===== src/rtl/sram_arbiter_pkg.sv =====
`default_nettype none
// ============================================================================
// Module      : sram_arb_pkg
// Description : Shared types and constants for the base-SRAM arbiter:
//               FSM state encoding, grant encoding, data width and default
//               SRAM word-address width.
// Revision    : 1.0 - initial release
// ============================================================================
package sram_arb_pkg;

  localparam int DATA_W          = 32;
  localparam int SRAM_AW_DEFAULT = 20;

  typedef enum logic [2:0] {
    ST_IDLE     = 3'd0,
    ST_RD       = 3'd1,
    ST_WR_SETUP = 3'd2,
    ST_WR_PULSE = 3'd3,
    ST_WR_HOLD  = 3'd4,
    ST_DONE     = 3'd5
  } state_e;

  typedef enum logic [1:0] {
    GNT_NONE = 2'd0,
    GNT_IF   = 2'd1,
    GNT_MEM  = 2'd2
  } gnt_e;

  function automatic int max2(input int a, input int b);
    return (a > b) ? a : b;
  endfunction

endpackage
`default_nettype wire


===== src/rtl/sram_arbiter_if.sv =====
`default_nettype none
// ============================================================================
// Module      : sram_arbiter_if
// Description : Bundle of IF-port, MEM-port, stall and SRAM-pad signals.
//               Suffixes are from the arbiter's point of view.
//   slave  : arbiter side (takes requests, drives acks/stalls/SRAM strobes)
//   master : environment side (requesters, pipeline control, SRAM pads)
// Revision    : 1.0 - initial release
// ============================================================================
interface sram_arbiter_if #(
  parameter int SRAM_AW = sram_arb_pkg::SRAM_AW_DEFAULT
);
  // Instruction-fetch port (read only)
  logic                           if_req_i;
  logic [31:0]                    if_addr_i;
  logic [sram_arb_pkg::DATA_W-1:0] if_rdata_o;
  logic                           if_ack_o;
  // MEM-stage port
  logic                           mem_req_i;
  logic                           mem_we_i;
  logic [3:0]                     mem_sel_i;
  logic [31:0]                    mem_addr_i;
  logic [sram_arb_pkg::DATA_W-1:0] mem_wdata_i;
  logic [sram_arb_pkg::DATA_W-1:0] mem_rdata_o;
  logic                           mem_ack_o;
  // Pipeline stall requests
  logic                           stall_if_o;
  logic                           stall_mem_o;
  // SRAM pads
  logic [SRAM_AW-1:0]             sram_addr_o;
  logic [sram_arb_pkg::DATA_W-1:0] sram_dq_o;
  logic [sram_arb_pkg::DATA_W-1:0] sram_dq_i;
  logic                           sram_dq_oe_o;
  logic                           sram_ce_n_o;
  logic                           sram_oe_n_o;
  logic                           sram_we_n_o;
  logic [3:0]                     sram_be_n_o;

  modport slave (
    input  if_req_i, if_addr_i,
    output if_rdata_o, if_ack_o,
    input  mem_req_i, mem_we_i, mem_sel_i, mem_addr_i, mem_wdata_i,
    output mem_rdata_o, mem_ack_o,
    output stall_if_o, stall_mem_o,
    output sram_addr_o, sram_dq_o, sram_dq_oe_o,
    output sram_ce_n_o, sram_oe_n_o, sram_we_n_o, sram_be_n_o,
    input  sram_dq_i
  );

  modport master (
    output if_req_i, if_addr_i,
    input  if_rdata_o, if_ack_o,
    output mem_req_i, mem_we_i, mem_sel_i, mem_addr_i, mem_wdata_i,
    input  mem_rdata_o, mem_ack_o,
    input  stall_if_o, stall_mem_o,
    input  sram_addr_o, sram_dq_o, sram_dq_oe_o,
    input  sram_ce_n_o, sram_oe_n_o, sram_we_n_o, sram_be_n_o,
    output sram_dq_i
  );

endinterface
`default_nettype wire


===== src/rtl/sram_arbiter.sv =====
`default_nettype none
// ============================================================================
// Module      : sram_arbiter
// Description : Shares one asynchronous SRAM between instruction fetch (IF)
//               and the MEM stage. One access at a time, MEM has strict
//               priority. Reads hold CE/OE low for RD_CYCLES then capture;
//               writes run setup / WE pulse (WR_CYCLES) / hold. Each access
//               ends with a one-cycle ack in DONE.
// Ports       : clk, rst_n (async, active-low), bus (sram_arbiter_if.slave)
// Parameters  : RD_CYCLES (>=1), WR_CYCLES (>=1), SRAM_AW
// Revision    : 1.0 - initial release
// ============================================================================
module sram_arbiter
  import sram_arb_pkg::*;
#(
  parameter int RD_CYCLES = 2,
  parameter int WR_CYCLES = 1,
  parameter int SRAM_AW   = SRAM_AW_DEFAULT
) (
  input  logic          clk,
  input  logic          rst_n,
  sram_arbiter_if.slave bus
);

  localparam int                 MAX_CYC = max2(RD_CYCLES, WR_CYCLES);
  localparam int                 CNT_W   = $clog2(MAX_CYC + 1);
  localparam logic [CNT_W-1:0]   RD_LAST = CNT_W'(RD_CYCLES - 1);
  localparam logic [CNT_W-1:0]   WR_LAST = CNT_W'(WR_CYCLES - 1);

  state_e               state_q, state_d;
  gnt_e                 gnt_q,   gnt_d;
  logic [CNT_W-1:0]     cnt_q,   cnt_d;
  logic [3:0]           sel_q,   sel_d;
  logic [SRAM_AW-1:0]   addr_q,  addr_d;
  logic [DATA_W-1:0]    wdata_q, wdata_d;
  logic [DATA_W-1:0]    if_rdata_q,  if_rdata_d;
  logic [DATA_W-1:0]    mem_rdata_q, mem_rdata_d;

  // Byte-offset and upper address bits are intentionally ignored.
  logic w_unused_addr;
  assign w_unused_addr = ^{bus.if_addr_i[31:SRAM_AW+2], bus.if_addr_i[1:0],
                           bus.mem_addr_i[31:SRAM_AW+2], bus.mem_addr_i[1:0]};

  always_ff @(posedge clk or negedge rst_n) begin
    if (!rst_n) begin
      state_q     <= ST_IDLE;
      gnt_q       <= GNT_NONE;
      cnt_q       <= '0;
      sel_q       <= '0;
      addr_q      <= '0;
      wdata_q     <= '0;
      if_rdata_q  <= '0;
      mem_rdata_q <= '0;
    end else begin
      state_q     <= state_d;
      gnt_q       <= gnt_d;
      cnt_q       <= cnt_d;
      sel_q       <= sel_d;
      addr_q      <= addr_d;
      wdata_q     <= wdata_d;
      if_rdata_q  <= if_rdata_d;
      mem_rdata_q <= mem_rdata_d;
    end
  end

  // Next-state: grant, latch and sequence timing.
  always_comb begin
    state_d     = state_q;
    gnt_d       = gnt_q;
    cnt_d       = cnt_q;
    sel_d       = sel_q;
    addr_d      = addr_q;
    wdata_d     = wdata_q;
    if_rdata_d  = if_rdata_q;
    mem_rdata_d = mem_rdata_q;
    case (state_q)
      ST_IDLE: begin
        cnt_d = '0;
        if (bus.mem_req_i) begin
          gnt_d   = GNT_MEM;
          addr_d  = bus.mem_addr_i[SRAM_AW+1:2];
          sel_d   = bus.mem_sel_i;
          wdata_d = bus.mem_wdata_i;
          state_d = bus.mem_we_i ? ST_WR_SETUP : ST_RD;
        end else if (bus.if_req_i) begin
          gnt_d   = GNT_IF;
          addr_d  = bus.if_addr_i[SRAM_AW+1:2];
          sel_d   = 4'b1111;
          state_d = ST_RD;
        end
      end
      ST_RD: begin
        if (cnt_q == RD_LAST) begin
          // Data has been stable for RD_CYCLES cycles of OE low.
          if (gnt_q == GNT_IF) if_rdata_d  = bus.sram_dq_i;
          else                 mem_rdata_d = bus.sram_dq_i;
          cnt_d   = '0;
          state_d = ST_DONE;
        end else begin
          cnt_d = cnt_q + CNT_W'(1);
        end
      end
      ST_WR_SETUP: begin
        cnt_d   = '0;
        state_d = ST_WR_PULSE;
      end
      ST_WR_PULSE: begin
        if (cnt_q == WR_LAST) begin
          cnt_d   = '0;
          state_d = ST_WR_HOLD;
        end else begin
          cnt_d = cnt_q + CNT_W'(1);
        end
      end
      ST_WR_HOLD: state_d = ST_DONE;
      ST_DONE: begin
        gnt_d   = GNT_NONE;
        state_d = ST_IDLE;
      end
      default: begin
        gnt_d   = GNT_NONE;
        state_d = ST_IDLE;
      end
    endcase
  end

  // Output decode from registered state only, so strobes release as soon as
  // reset forces the state back to IDLE.
  logic       w_ce_n, w_oe_n, w_we_n, w_dq_oe;
  logic [3:0] w_be_n;
  always_comb begin
    w_ce_n  = 1'b1;
    w_oe_n  = 1'b1;
    w_we_n  = 1'b1;
    w_dq_oe = 1'b0;
    w_be_n  = 4'b1111;
    case (state_q)
      ST_RD: begin
        w_ce_n = 1'b0;
        w_oe_n = 1'b0;
        w_be_n = ~sel_q;
      end
      ST_WR_SETUP, ST_WR_HOLD: begin
        w_ce_n  = 1'b0;
        w_dq_oe = 1'b1;
        w_be_n  = ~sel_q;
      end
      ST_WR_PULSE: begin
        w_ce_n  = 1'b0;
        w_we_n  = 1'b0;
        w_dq_oe = 1'b1;
        w_be_n  = ~sel_q;
      end
      default: ;
    endcase
  end

  assign bus.sram_ce_n_o  = w_ce_n;
  assign bus.sram_oe_n_o  = w_oe_n;
  assign bus.sram_we_n_o  = w_we_n;
  assign bus.sram_dq_oe_o = w_dq_oe;
  assign bus.sram_be_n_o  = w_be_n;
  assign bus.sram_addr_o  = addr_q;
  assign bus.sram_dq_o    = wdata_q;

  assign bus.if_ack_o     = (state_q == ST_DONE) && (gnt_q == GNT_IF);
  assign bus.mem_ack_o    = (state_q == ST_DONE) && (gnt_q == GNT_MEM);
  assign bus.if_rdata_o   = if_rdata_q;
  assign bus.mem_rdata_o  = mem_rdata_q;

  // Combinational so the pipeline releases in the ack cycle itself.
  assign bus.stall_if_o   = bus.if_req_i  & ~bus.if_ack_o;
  assign bus.stall_mem_o  = bus.mem_req_i & ~bus.mem_ack_o;

endmodule
`default_nettype wire


===== src/flat_wrapper.sv =====
// flat-port wrapper written by rule: the top's interface ports become plain ports
module sram_arbiter_flat import sram_arb_pkg::*;
#(
  parameter int RD_CYCLES = 2,
  parameter int WR_CYCLES = 1,
  parameter int SRAM_AW   = SRAM_AW_DEFAULT
)
  (clk, rst_n, bus_if_req_i, bus_if_addr_i, bus_if_rdata_o, bus_if_ack_o, bus_mem_req_i, bus_mem_we_i, bus_mem_sel_i, bus_mem_addr_i, bus_mem_wdata_i, bus_mem_rdata_o, bus_mem_ack_o, bus_stall_if_o, bus_stall_mem_o, bus_sram_addr_o, bus_sram_dq_o, bus_sram_dq_oe_o, bus_sram_ce_n_o, bus_sram_oe_n_o, bus_sram_we_n_o, bus_sram_be_n_o, bus_sram_dq_i);
  sram_arbiter_if #(.SRAM_AW(SRAM_AW)) bus_i ();
  input  logic clk;
  input  logic rst_n;
  input wire logic [$bits(bus_i.if_req_i)-1:0] bus_if_req_i;
  input wire logic [$bits(bus_i.if_addr_i)-1:0] bus_if_addr_i;
  output wire logic [$bits(bus_i.if_rdata_o)-1:0] bus_if_rdata_o;
  output wire logic [$bits(bus_i.if_ack_o)-1:0] bus_if_ack_o;
  input wire logic [$bits(bus_i.mem_req_i)-1:0] bus_mem_req_i;
  input wire logic [$bits(bus_i.mem_we_i)-1:0] bus_mem_we_i;
  input wire logic [$bits(bus_i.mem_sel_i)-1:0] bus_mem_sel_i;
  input wire logic [$bits(bus_i.mem_addr_i)-1:0] bus_mem_addr_i;
  input wire logic [$bits(bus_i.mem_wdata_i)-1:0] bus_mem_wdata_i;
  output wire logic [$bits(bus_i.mem_rdata_o)-1:0] bus_mem_rdata_o;
  output wire logic [$bits(bus_i.mem_ack_o)-1:0] bus_mem_ack_o;
  output wire logic [$bits(bus_i.stall_if_o)-1:0] bus_stall_if_o;
  output wire logic [$bits(bus_i.stall_mem_o)-1:0] bus_stall_mem_o;
  output wire logic [$bits(bus_i.sram_addr_o)-1:0] bus_sram_addr_o;
  output wire logic [$bits(bus_i.sram_dq_o)-1:0] bus_sram_dq_o;
  output wire logic [$bits(bus_i.sram_dq_oe_o)-1:0] bus_sram_dq_oe_o;
  output wire logic [$bits(bus_i.sram_ce_n_o)-1:0] bus_sram_ce_n_o;
  output wire logic [$bits(bus_i.sram_oe_n_o)-1:0] bus_sram_oe_n_o;
  output wire logic [$bits(bus_i.sram_we_n_o)-1:0] bus_sram_we_n_o;
  output wire logic [$bits(bus_i.sram_be_n_o)-1:0] bus_sram_be_n_o;
  input wire logic [$bits(bus_i.sram_dq_i)-1:0] bus_sram_dq_i;
  assign bus_i.if_req_i = bus_if_req_i;
  assign bus_i.if_addr_i = bus_if_addr_i;
  assign bus_if_rdata_o = bus_i.if_rdata_o;
  assign bus_if_ack_o = bus_i.if_ack_o;
  assign bus_i.mem_req_i = bus_mem_req_i;
  assign bus_i.mem_we_i = bus_mem_we_i;
  assign bus_i.mem_sel_i = bus_mem_sel_i;
  assign bus_i.mem_addr_i = bus_mem_addr_i;
  assign bus_i.mem_wdata_i = bus_mem_wdata_i;
  assign bus_mem_rdata_o = bus_i.mem_rdata_o;
  assign bus_mem_ack_o = bus_i.mem_ack_o;
  assign bus_stall_if_o = bus_i.stall_if_o;
  assign bus_stall_mem_o = bus_i.stall_mem_o;
  assign bus_sram_addr_o = bus_i.sram_addr_o;
  assign bus_sram_dq_o = bus_i.sram_dq_o;
  assign bus_sram_dq_oe_o = bus_i.sram_dq_oe_o;
  assign bus_sram_ce_n_o = bus_i.sram_ce_n_o;
  assign bus_sram_oe_n_o = bus_i.sram_oe_n_o;
  assign bus_sram_we_n_o = bus_i.sram_we_n_o;
  assign bus_sram_be_n_o = bus_i.sram_be_n_o;
  assign bus_i.sram_dq_i = bus_sram_dq_i;
  sram_arbiter #(.RD_CYCLES(RD_CYCLES), .WR_CYCLES(WR_CYCLES), .SRAM_AW(SRAM_AW)) u_core (.clk(clk), .rst_n(rst_n), .bus(bus_i));
endmodule

===== config.mk =====
export PLATFORM = sky130hd
export DESIGN_NAME = sram_arbiter_flat
export DESIGN_NICKNAME = d
export VERILOG_FILES = /design/src/rtl/sram_arbiter_pkg.sv /design/src/rtl/sram_arbiter_if.sv /design/src/rtl/sram_arbiter.sv /design/src/flat_wrapper.sv
export SDC_FILE = /design/constraint.sdc
export NUM_CORES = 1
export LEC_CHECK = 0
export ABC_AREA = 1
export BUFFER_PORTS_ARGS = -buffer_cell sky130_fd_sc_hd__buf_2
export CORE_ASPECT_RATIO = 1.4
export CORE_MARGIN = 5
export CORE_UTILIZATION = 46
export DETAILED_ROUTE_END_ITERATION = 16
export HOLD_SLACK_MARGIN = 0.05
export PLACE_DENSITY = 0.81
export SLEW_MARGIN = 20
export SYNTH_ARGS = -nofsm -noshare
export SYNTH_HDL_FRONTEND = slang
export SYNTH_SLANG_ARGS = --single-unit

===== constraint.sdc =====
create_clock -name clk -period 1.5 [get_ports clk]
set_clock_uncertainty 0.1 [all_clocks]
set_input_delay 0.3 -clock clk [delete_from_list [all_inputs] [get_ports clk]]
set_output_delay 0.3 -clock clk [all_outputs]
set_load 0.1 [all_outputs]

==> impl_metrics.env <==
export IMPL_cts_tree="done"
export IMPL_grt_overflow=0
export IMPL_antenna_found_initial=2
export IMPL_grt_pass1_wl_um=31200
export IMPL_hp_class="input port to flip-flop"
export IMPL_nets=1076
export IMPL_synth_commonest_cells="nand2_1 (196), dfrtp_1 (127), o21ai_1 (64)"
export IMPL_final_max_slew_violation_count=0
export IMPL_ys_warnings_count=0
export IMPL_grtUsageMet2_pct=53.5
export IMPL_endpoint_kind="output port"
export IMPL_crit_required_ns=1.10
export IMPL_rsz0062_at_grt="true"
export IMPL_ioPinCount=265
export IMPL_syn_area_per_cell_um2=8.98
export IMPL_layout_drive_gt1_share_pct=45.7
export IMPL_grt_max_degree=47
export IMPL_use_met3_pct=7.65
export IMPL_seq_area_frac_synth_pct=60.7
export IMPL_core_um2=11200
export IMPL_hold_violations=0
export IMPL_cts_buffers=17
export IMPL_slew_headroom_pct=78.4
export IMPL_fin_setup_tns_ns=-35.03
export IMPL_holdWs_ns=0.0628
export IMPL_portBuffers=240
export IMPL_ys_async_sr_fraction_pct=100
export IMPL_start_util_pct=46.6
export IMPL_gp_congestion=0.855
export IMPL_cap_violations=0
export IMPL_synthCells=583
export IMPL_cts_sinks=127
export IMPL_fin_ws_ns=-0.642
export IMPL_yosysTopAreaCell="dfrtp_1"
export IMPL_h_tree_depth=4
export IMPL_fp_row_count=46
export IMPL_ys_types=24
export IMPL_vias=6126
export IMPL_cts_root_buf="clkbuf_16"
export IMPL_synth_top_cells_by_area="dfrtp_1 (61%), nand2_1 (14%), o21ai_1 (6.1%)"
export IMPL_finalSetupViolCount=140
export IMPL_status="finished with violations"
export IMPL_synth_top_area_share_pct=60.7
export IMPL_via_per_inst=5.60
export IMPL_clock_latency_ns=0.41
export IMPL_crit_arrival_ns=1.74
export IMPL_yosys_register_bits=127
export IMPL_path_clk_slew_ns=0.06
export IMPL_die_h_um=136
export IMPL_area_growth_pct=93.9
export IMPL_cp_max_fo=4
export IMPL_wl_um=25300
export IMPL_grt_use_met1_pct=31.7
export IMPL_clock_path_buffers=2
export IMPL_fin_cells=1093
export IMPL_yosysMostFrequentCell="nand2_1"
export IMPL_fmax_mhz=467
export IMPL_top_usage_layer="met2"
export IMPL_die_area_um2=13600
export IMPL_min_period_over_period_pct=143
export IMPL_grt_usage_pct=30.2
export IMPL_cp_start_kind="flip-flop"
export IMPL_pre_cts_ws_ns=-0.263
export IMPL_dp_cells=970
export IMPL_critPathKind="flip-flop to output port"
export IMPL_ant_nets=0
export IMPL_hpwlAfterDp_um=11400
export IMPL_synth_flop_cell="dfrtp_1"
export IMPL_synth_fp_nets=724
export IMPL_drc_errors=0
export IMPL_grt_pass1_vias=5985
export IMPL_fin_crit_ns=2.14
export IMPL_initialDrtViolationCount=383
export IMPL_synthesis_area_um2=5240
export IMPL_drtPass1Iterations=5
export IMPL_tightest_slew_ns=0.324
export IMPL_synth_edff_count=0
export IMPL_wl_per_cell_um=23.1
export IMPL_fp_dieW_um=100
export IMPL_violations="negative setup slack"
==> metal layers <==
| layer | wire (um) | share of wire, % |
|---|---|---|
| met1 | 8060 | 32 |
| met2 | 13200 | 52 |
| met3 | 2210 | 8.7 |
| met4 | 1810 | 7.2 |
| met5 | 7 | 0.028 |
==> path summary, 6_finish.rpt <==
path | depth (start not counted) | slack, ns | end | start
worst min-delay path | 3 | 0.06 | u_core.bus.mem_rdata_o[3] | bus_sram_dq_i[3]
max in group asynchronous | 3 | 0.51 | u_core.state_q[1] | rst_n
worst max-delay path | 7 | -0.64 | bus_sram_be_n_o[2] | u_core.state_q[1]
worst min register to register | 1 | 0.39 | u_core.bus.sram_addr_o[1] | u_core.bus.sram_addr_o[1]
worst max register to register | 9 | -0.38 | u_core.bus.if_rdata_o[10] | u_core.state_q[0]
min in group asynchronous | 2 | 0.24 | u_core.bus.mem_rdata_o[17] | rst_n
==> per-stage QoR <==
step,area (um^2),util [%]
after global placement,7770,69.2
after CTS,9590,85.4
final,10200,90.5
after detailed placement,7770,69.2
after floorplan,5360,-
after global routing,10200,90.5
==> critical path: stages (launching register included) <==
cell	delay, ns
dfrtp_2	0.44
nor2_4	0.06
nand2_2	0.08
nand2_4	0.07
nor2_4	0.12
clkinvlp_4	0.24
nand2_4	0.15
buf_12	0.18
==> layout by cell type, fill, tap and decap left out, types with 7 or more instances in the layout <==
cell	synthesis	routed
o21a_1	20	20
buf_12	0	68
clkbuf_16	0	23
nand2_1	196	160
dlygate4sd3_1	0	51
dfrtp_1	127	123
o21ai_1	64	58
o21ai_2	0	27
buf_4	5	71
nand2_2	1	22
nor2_4	3	9
buf_6	1	38
buf_16	0	7
inv_1	44	41
nand2_4	0	13
buf_2	16	111
nor2_1	51	46
==> state kept, by name, summed over array words and instances (netlist names) <==
register / cells
u_core.bus.if_rdata_o: 32
u_core.bus.mem_rdata_o: 32
u_core.bus.sram_dq_o: 32
u_core.bus.sram_addr_o: 20
u_core.sel_q: 4
u_core.state_q: 3
u_core.cnt_q: 2
u_core.gnt_q: 2
==> cells by family after synthesis <==
group / after synthesis / synth area share [%]
AO/OA/AOI/OAI: 113 / 11.9
adder cells (fa/ha/maj): 4 / 0.956
buffers and inverters: 75 / 6.29
flip-flops: 127 / 60.7
AND/OR/NAND/NOR: 264 / 20.1
==> layout make-up <==
type                       instances  area, um^2
timing repair buffer             356        3790
sequential                       127        3180
multi-input combinational        382        2130
fill                             437        1070
clock buffer                      19         453
inverter                          48         221
tap                              144         180
clock inverter                    13         150
timing repair inverter             3        42.5
antenna                            1        2.50
==> timing repair <==
action / CTS / global route
hold buffers: 51 / 0
endpoints found under the hold margin: 182 / 0
setup buffers: 16 / 10
resized for setup: 136 / 105
gates cloned: 8 / 12
pin swaps: 7 / 11
endpoints found under the setup margin: 143 / 164
Power is not shown: default switching activity piles up to over one toggle a cycle in this logic, so the estimate is an artifact.
